**config.mk**
```make
export PLATFORM = sky130hd
export DESIGN_NAME = sevenseg_scan_driver_flat
export DESIGN_NICKNAME = d
export VERILOG_FILES = /design/src/rtl/sevenseg_scan_driver_if.sv /design/src/rtl/sevenseg_scan_driver.sv /design/src/flat_wrapper.sv
export SDC_FILE = /design/constraint.sdc
export NUM_CORES = 1
export LEC_CHECK = 0
export BUFFER_PORTS_ARGS = -buffer_cell sky130_fd_sc_hd__clkbuf_2
export CAP_MARGIN = 20
export CORE_UTILIZATION = 25
export DETAILED_ROUTE_END_ITERATION = 16
export SETUP_SLACK_MARGIN = 0.02
export SYNTH_ARGS = -nofsm -noshare
export SYNTH_HDL_FRONTEND = slang
export SYNTH_SLANG_ARGS = --single-unit
```
**constraint.sdc**
```tcl
create_clock -name CLK -period 3.6 [get_ports CLK]
set_input_delay 0.72 -clock CLK [delete_from_list [all_inputs] [get_ports CLK]]
set_output_delay 0.72 -clock CLK [all_outputs]
set_load 0.1 [all_outputs]
```
**src/rtl/sevenseg_scan_driver_if.sv**
```systemverilog
// Purpose: bundles the display-value inputs and the multiplexed pin outputs of the scan driver.
// Latency: none, wiring only.
// Backpressure: none; the display side is free-running and never stalls the producer.
interface sevenseg_scan_driver_if;
  // Producer (processor wrapper) side
  logic [31:0] HEX_IN;
  logic [7:0]  DP_MASK;
  logic        BLANK_LZ;
  logic        ENABLE;
  // Display pin side
  logic [7:0]  AN;
  logic [6:0]  SEG;
  logic        DP;
  logic        FRAME_TICK;

  modport master (
    output HEX_IN, DP_MASK, BLANK_LZ, ENABLE,
    input  AN, SEG, DP, FRAME_TICK
  );

  modport slave (
    input  HEX_IN, DP_MASK, BLANK_LZ, ENABLE,
    output AN, SEG, DP, FRAME_TICK
  );
endinterface

```
**src/rtl/sevenseg_scan_driver.sv**
```systemverilog
// Purpose: time-multiplexes a 32-bit value onto an 8-digit common-anode display as hex, tear-free.
// Latency: AN/SEG/DP follow divider, index, shadow and ENABLE by one cycle; FRAME_TICK one cycle after capture.
// Backpressure: none; inputs are sampled only at frame capture edges and may change at any time.
module sevenseg_scan_driver #(
  parameter int DIGIT_CYCLES = 50000,
  parameter int GAP_CYCLES   = 4
) (
  input  logic                  CLK,
  input  logic                  RESET,
  sevenseg_scan_driver_if.slave bus
);

  // Divider width covers 0..DIGIT_CYCLES-1.
  localparam int DW = (DIGIT_CYCLES > 2) ? $clog2(DIGIT_CYCLES) : 1;
  localparam logic [DW-1:0] DIV_LAST = DW'(DIGIT_CYCLES - 1);
  localparam logic [DW-1:0] DIV_GAP  = DW'(GAP_CYCLES);

  // UNPRIMED only lasts until the first edge after reset, which forces a capture.
  typedef enum logic {
    ST_UNPRIMED = 1'b0,
    ST_RUN      = 1'b1
  } state_t;

  state_t        state_q;
  logic [DW-1:0] div_q, div_d;
  logic [2:0]    idx_q, idx_d;
  logic [31:0]   hex_q, hex_d;
  logic [7:0]    dpm_q, dpm_d;
  logic          blz_q, blz_d;
  logic [7:0]    an_q, an_d;
  logic [6:0]    seg_q, seg_d;
  logic          dp_q, dp_d;
  logic          tick_q, tick_d;

  logic          wrap;
  logic          capture;
  logic [3:0]    nib;
  logic [31:0]   upper;
  logic          blanked;
  logic          lit;

  // Hex digit to active-low {g,f,e,d,c,b,a}.
  function automatic logic [6:0] decode(input logic [3:0] n);
    logic [6:0] s;
    s = 7'h7F;
    case (n)
      4'h0: s = 7'h40;
      4'h1: s = 7'h79;
      4'h2: s = 7'h24;
      4'h3: s = 7'h30;
      4'h4: s = 7'h19;
      4'h5: s = 7'h12;
      4'h6: s = 7'h02;
      4'h7: s = 7'h78;
      4'h8: s = 7'h00;
      4'h9: s = 7'h10;
      4'hA: s = 7'h08;
      4'hB: s = 7'h03;
      4'hC: s = 7'h46;
      4'hD: s = 7'h21;
      4'hE: s = 7'h06;
      4'hF: s = 7'h0E;
      default: s = 7'h7F;
    endcase
    return s;
  endfunction

  // Slot timing: divider wraps every DIGIT_CYCLES, index steps on each wrap.
  // Capture happens on the priming edge and on the last edge of digit 7,
  // which is the same edge at which the index returns to 0.
  always_comb begin
    wrap    = (div_q == DIV_LAST);
    div_d   = wrap ? '0 : div_q + DW'(1);
    idx_d   = wrap ? idx_q + 3'd1 : idx_q;
    capture = (state_q == ST_UNPRIMED) || (wrap && (idx_q == 3'd7));
    tick_d  = capture;
  end

  // Shadow copy of the display value, refreshed only at frame boundaries.
  always_comb begin
    hex_d = capture ? bus.HEX_IN   : hex_q;
    dpm_d = capture ? bus.DP_MASK  : dpm_q;
    blz_d = capture ? bus.BLANK_LZ : blz_q;
  end

  // Pin values for the current slot, taken from the shadow only.
  // A digit is a leading zero when it and every digit to its left are zero;
  // digit 0 always shows so that a zero value still reads "0".
  always_comb begin
    nib     = hex_q[{idx_q, 2'b00} +: 4];
    upper   = hex_q >> {idx_q, 2'b00};
    blanked = blz_q && (idx_q != 3'd0) && (upper == 32'd0);
    lit     = bus.ENABLE && (div_q >= DIV_GAP) && !blanked;
    an_d    = 8'hFF;
    seg_d   = 7'h7F;
    dp_d    = 1'b1;
    if (lit) begin
      an_d  = ~(8'd1 << idx_q);
      seg_d = decode(nib);
      dp_d  = ~dpm_q[idx_q];
    end
  end

  // State, divider, shadow and registered pin outputs; reset darkens the pins at once.
  always_ff @(posedge CLK or posedge RESET) begin
    if (RESET) begin
      state_q <= ST_UNPRIMED;
      div_q   <= '0;
      idx_q   <= 3'd0;
      hex_q   <= 32'd0;
      dpm_q   <= 8'd0;
      blz_q   <= 1'b0;
      an_q    <= 8'hFF;
      seg_q   <= 7'h7F;
      dp_q    <= 1'b1;
      tick_q  <= 1'b0;
    end else begin
      state_q <= ST_RUN;
      div_q   <= div_d;
      idx_q   <= idx_d;
      hex_q   <= hex_d;
      dpm_q   <= dpm_d;
      blz_q   <= blz_d;
      an_q    <= an_d;
      seg_q   <= seg_d;
      dp_q    <= dp_d;
      tick_q  <= tick_d;
    end
  end

  assign bus.AN         = an_q;
  assign bus.SEG        = seg_q;
  assign bus.DP         = dp_q;
  assign bus.FRAME_TICK = tick_q;

endmodule

```
**src/flat_wrapper.sv**
```systemverilog
// flat-port wrapper written by rule: the top's interface ports become plain ports
module sevenseg_scan_driver_flat 
#(
  parameter int DIGIT_CYCLES = 50000,
  parameter int GAP_CYCLES   = 4
)
  (CLK, RESET, bus_HEX_IN, bus_DP_MASK, bus_BLANK_LZ, bus_ENABLE, bus_AN, bus_SEG, bus_DP, bus_FRAME_TICK);
  sevenseg_scan_driver_if bus_i ();
  input  logic CLK;
  input  logic RESET;
  input wire logic [$bits(bus_i.HEX_IN)-1:0] bus_HEX_IN;
  input wire logic [$bits(bus_i.DP_MASK)-1:0] bus_DP_MASK;
  input wire logic [$bits(bus_i.BLANK_LZ)-1:0] bus_BLANK_LZ;
  input wire logic [$bits(bus_i.ENABLE)-1:0] bus_ENABLE;
  output wire logic [$bits(bus_i.AN)-1:0] bus_AN;
  output wire logic [$bits(bus_i.SEG)-1:0] bus_SEG;
  output wire logic [$bits(bus_i.DP)-1:0] bus_DP;
  output wire logic [$bits(bus_i.FRAME_TICK)-1:0] bus_FRAME_TICK;
  assign bus_i.HEX_IN = bus_HEX_IN;
  assign bus_i.DP_MASK = bus_DP_MASK;
  assign bus_i.BLANK_LZ = bus_BLANK_LZ;
  assign bus_i.ENABLE = bus_ENABLE;
  assign bus_AN = bus_i.AN;
  assign bus_SEG = bus_i.SEG;
  assign bus_DP = bus_i.DP;
  assign bus_FRAME_TICK = bus_i.FRAME_TICK;
  sevenseg_scan_driver #(.DIGIT_CYCLES(DIGIT_CYCLES), .GAP_CYCLES(GAP_CYCLES)) u_core (.CLK(CLK), .RESET(RESET), .bus(bus_i));
endmodule
```
* Yosys cells after proc, flatten, opt, wreduce, memory -nomap -nowiden
Memory sizes are Yosys's and may differ from the RTL's. Cells that the tools add are included.
Cells by class: add/sub/neg operators 2, magnitude comparators 2, equal/unequal tests 2, shift operators 3, mux-type cells 6, bitwise operators 3, reduce and logical (&&, ||, !) cells 9
Operators by type and width (count):
- 32-bit zero test | 1
- 32-bit by 6-bit variable part select with 4-bit output | 1
- 32-bit by 5-bit right shift with 32-bit output | 1
- 16-bit by 1-bit adder with 16-bit output (second input constant) | 1
- 16-bit == test (second input constant) | 1
- 16-bit by 3-bit >= comparator with 1-bit output (second input constant) | 1
- 16-bit 2-to-1 mux | 1
- 8-bit 2-to-1 mux | 1
- 8-bit inverter | 1
- 1-bit by 3-bit left shift with 8-bit output (first input constant) | 1
- 7-bit 2-to-1 mux | 1
- 1-bit logical AND | 5
- 3-bit by 4-bit less-than comparator with 1-bit output (second input constant) | 1
- 3-bit by 1-bit adder with 3-bit output (second input constant) | 1
- 1-bit binary-select mux with 3-bit select | 1
- 3-bit == test (second input constant) | 1
- 3-bit nonzero test | 1
- 1-bit 2-to-1 mux | 2
- 1-bit inverter | 2
- 1-bit zero test | 1
- 1-bit logical OR | 1
Storage, ports and cells: flip-flop bits (word level) 78, bits in read-only memories 112, bits of input ports 44, logic and storage cells 38, memories 1
Memories:
- (no name shown) | depth 16, bits a word 7, rd ports 1, clocked after memory_dff 0, wr ports 0, RTL line sevenseg_scan_driver.sv:46 | case (n)

* Longest topological paths before layout
depth after elaboration 6, gate-level depth with buffers 10, mapped depth without buffers 7

* Worst setup path before layout
OpenSTA, ideal clock, no wires.
path type register to register, start point register u_core.idx_q[0], end point register u_core.seg_q[0], in the netlist u_core.bus.SEG[0], library setup time 74 ps, arrival 2573 ps, required time 3526 ps, setup slack 953 ps, cell stages (with the launch flop) 11, path buffers 3, period minus slack after synthesis 2647 ps, path through dfrtp_1 > buf_6 > buf_2 > mux4_2 > mux2i_1 > ha_1 > nand3_1 > a221oi_1 > a21oi_2 > buf_6 > o22ai_2
Between the ends: word-level cells in the longest chain between the ends 6, elaborated cells between the ends (all ways) 10
RTL lines:
- from (decl) | RTL line sevenseg_scan_driver.sv:26 | logic [2:0] idx_q, idx_d;
- from (signal assigned) | RTL line sevenseg_scan_driver.sv:120 | idx_q <= idx_d;
- parallel branches: the longest is 5 deep, another holds memory read 16 x 7 bit
- 7-bit 2-to-1 mux * | RTL line sevenseg_scan_driver.sv:97 | if (lit) begin
- net u_core.seg_d[0] | RTL line sevenseg_scan_driver.sv:31 | logic [6:0] seg_q, seg_d;
- to (signal assigned) | RTL line sevenseg_scan_driver.sv:125 | seg_q <= seg_d;
- to (decl) | RTL line sevenseg_scan_driver.sv:31
Mark *: on every way through the listed nets, which the timed path passes. A chain may end at the register's enable or synchronous reset.

* Final worst setup path
start point register u_core.idx_q[0], end point register u_core.seg_q[6], in the netlist u_core.bus.SEG[6]
Same word-level chain as after synthesis.

==> Flow_metrics.wiki <==
{| class="wikitable"
! Metric !! Value
|-
| Mean instance size in the synthesized netlist || 12.52 sq um
|-
| ANT cells || 0
|-
| Die Area || 0.01633 sq mm
|-
| DRC Markers || 0
|-
| Fin crit period || 3.040 ns
|-
| Result of the run || complete, no violations
|-
| Sequential share of the synthesized area || 49.86%
|-
| Vias per Instance || 4.429
|-
| R2R Path Start || u_core.idx_q[0]
|-
| Distinct cell type count after synthesis || 50
|-
| Unrepaired setup endpoints after global routing || no
|-
| Arrival time at the worst endpoint || 3.28 ns
|-
| Count of pins over their slew limit || 0
|-
| Synthesis warning total || 0
|-
| Worst Setup End Kind || flop
|-
| Worst Setup SP || u_core.idx_q[0]
|-
| Routed Wire Length || 8.583 mm
|-
| Number of global-route vias before repair || 2812
|-
| Average routed wire per standard cell || 14.38 um
|-
| Height of the die || 127.8 um
|-
| Met2 track demand over resource in global routing || 18.00%
|-
| Clock tree from TritonCTS || built
|-
| Number of buffers on the longest clock path || 2
|-
| Post-route setup TNS || 0 ns
|-
| Share of layout cells above drive strength 1 || 41.97%
|-
| Finish-stage setup viols || 0
|-
| Startpoint kind of the worst setup timing path || flop
|-
| Final weighted congestion of routability-driven global placement || 0.8088
|-
| Clk root buf || clkbuf_16
|-
| Gates resized, CTS repair || 0
|-
| Antenna violations before repair || 0
|-
| Count of input and output buffers || 60
|-
| GRT met1 Usage || 15.74%
|-
| Starting density of the core || 25.83%
|-
| Hold Buf Count CTS || 0
|-
| Most common cell after layout, fill and taps aside || dfrtp_1
|-
| Total clock buffers created by CTS || 9
|-
| Leading cell types in the layout, fill and taps excluded || 62 x dfrtp_1, 60 x clkbuf_2, 41 x mux2_2
|-
| Power density normalized to cell area || 475.6 mW/mm^2
|-
| Share of Yosys cell area claimed by the top area cell type || 39.23%
|-
| Fill cell count || 1589
|-
| Top area cells in the synthesized netlist || dfrtp_1 39%, mux2_2 12%, dfstp_2 11%, mux4_2 5.7%, ha_1 4.4%
|-
| Number of enable-type register cells in the synthesized netlist || 0
|-
| Crit path max fanout || 16
|-
| Static Leakage || 2.083 nW
|-
| Register bit total from synthesis || 78
|-
| Core box area || 0.01531 sq mm
|-
| Class of the tightest hold or removal check || flop to flop
|-
| Most congested layer reported by global routing || met2
|-
| Predominant post-synthesis flop cell || dfrtp_1
|-
| Clock transition at the register clock pins on the worst setup and hold paths after CTS || 0.06 ns
|-
| Netlist area before placement || 0.003955 sq mm
|-
| First-pass GRT wire length || 14.70 mm
|-
| Maximum number of pins on one net before global-route repair || 79
|-
| Final hold violations || 0
|-
| Register cell area after layout || 0.001972 sq mm
|-
| CTS H-tree lvls || 3
|-
| Worst path required time || 3.84 ns
|-
| Share of the cycle needed by the critical path after routing || 84.44%
|-
| Hold path start || u_core.dpm_q[3]
|-
| Peak Freq || 329.0 MHz
|-
| Synthesis-to-finish area growth || 21.29%
|-
| Layout Nets || 439
|-
| Clock tree skew after final layout || 0.008473 ns
|-
| Async set-reset flop share out of synthesis || 100.0%
|-
| Yosys top cell by area || dfrtp_1
|-
| Die W || 127.8 um
|-
| Count of max-cap constraint violations || 0
|-
| Worst vdd ir || 0.1938 mV
|-
| Post-synthesis net count || 374
|-
| Iteration-0 DRC Markers || 83
|-
| Clock sink count || 78
|-
| Post-synthesis instance total || 316
|-
| Post-CTS Setup Repair Bufs || 0
|-
| Kind of critical path || flop to flop
|-
| GRT Util Overall || 11.60%
|-
| Pin slew with the least headroom to its limit || 0.9635 ns
|-
| Number of routed nets with antenna violations || 0
|-
| Post-route worst hold slack || 0.5081 ns
|-
| Clock network latency to the later pin of the worst-skew pair || 0.34 ns
|-
| IO Count || 61
|-
| Cell Rows || 45
|-
| Drt pass-1 iters || 4
|-
| Worst max-slew margin expressed relative to the limit || 35.77%
|-
| Grt met3 use || 2.880%
|-
| Total number of vias || 2644
|-
| Congestion Overflow GR || 0
|-
| Area occupied by multi-input gates || 0.001827 sq mm
|-
| Half-perimeter wire length after detailed placement || 6.398 mm
|}
## worst paths after layout
| check | slack, ns | end | depth (start not counted) |
|---|---|---|---|
| setup / recovery | 0.56 | u_core.bus.SEG[6] | 7 |
| hold / removal | 0.51 | u_core.dpm_q[3] | 1 |
| setup reg to reg | 0.56 | u_core.bus.SEG[6] | 7 |
| hold reg to reg | 0.51 | u_core.dpm_q[3] | 1 |
| max in group asynchronous | 2.32 | u_core.hex_q[1] | 3 |
| min in group asynchronous | 0.66 | u_core.div_q[4] | 3 |
## synth_stat cells (3+ instances only)
cell	count
a22oi_1	5
buf_2	5
buf_6	7
dfrtp_1	62
dfstp_2	16
ha_1	14
inv_1	10
mux2_1	4
mux2_2	41
mux2i_1	10
mux4_2	10
nand2_1	13
nand3_1	13
nor2_1	20
nor3_1	11
nor3b_1	3
nor4_1	6
o211ai_1	4
o21ai_0	8
o21ai_1	5
xnor2_1	7
xor2_1	8
## critical path, cell delays in order (launching register included)
cell,delay (ns)
dfrtp_1,0.70
mux4_2,0.60
mux2i_1,0.42
ha_1,0.31
nand3_1,0.10
a221oi_1,0.30
a21oi_2,0.25
o21ai_0,0.28
## state kept, by name, summed over array words and instances (netlist names)
signal / cells
u_core.div_q: 16
u_core.bus.SEG: 7
u_core.bus.DP: 1
u_core.bus.AN: 8
u_core.dpm_q: 8
u_core.state_q: 1
u_core.idx_q: 3
u_core.blz_q: 1
u_core.bus.FRAME_TICK: 1
u_core.hex_q: 32
## final cells by class
cell class	count	share of cell area, %
Clock buffer	10	4.982
Clock inverter	6	1.461
Inverter	12	0.9390
Multi-Input combinational cell	211	38.08
Sequential cell	78	41.11
Tap cell	211	5.503
Timing Repair Buffer	69	7.929
## where the power goes
part           total (mW)  switching (mW)  internal, mW
registers           0.999          0.0491         0.950
logic               0.354           0.227         0.127
clock network       0.928           0.369         0.559
total                2.28           0.645          1.64
## cell families (layout without fill, tap and decap cells)
kind of cell             after synthesis  count (layout)  synth area share [%]
AND/OR/NAND/NOR                       77              77                 10.09
XOR/XNOR                              15              15                 3.322
adder cells (fa/ha/maj)               14              14                 4.429
AO/OA/AOI/OAI                         39              39                 7.024
multiplexers                          65              65                 21.04
other                                  1               1               0.09482
flip-flops                            78              78                 49.86
buffers and inverters                 27              97                 4.144
## stage by stage
stage	utilization (%)	area [sq um]	setup WS, ns	power [mW]	instances
floorplan	-	3955	0.9114	1.282	316
global placement	29.17	4468	0.6836	1.364	580
detailed placement	29.17	4468	0.5693	1.371	580
CTS	31.19	4777	0.5377	2.310	596
global route	31.32	4797	0.1995	2.389	597
finish	31.32	4797	0.5601	2.281	597
## routing by layer
metal	up-vias	wire length (um)
li1	1271	-
met1	1302	4141
met2	65	3990
met3	6	347
met4	0	104
met5	-	0
Note: power is estimated with default switching activity, not from simulation.
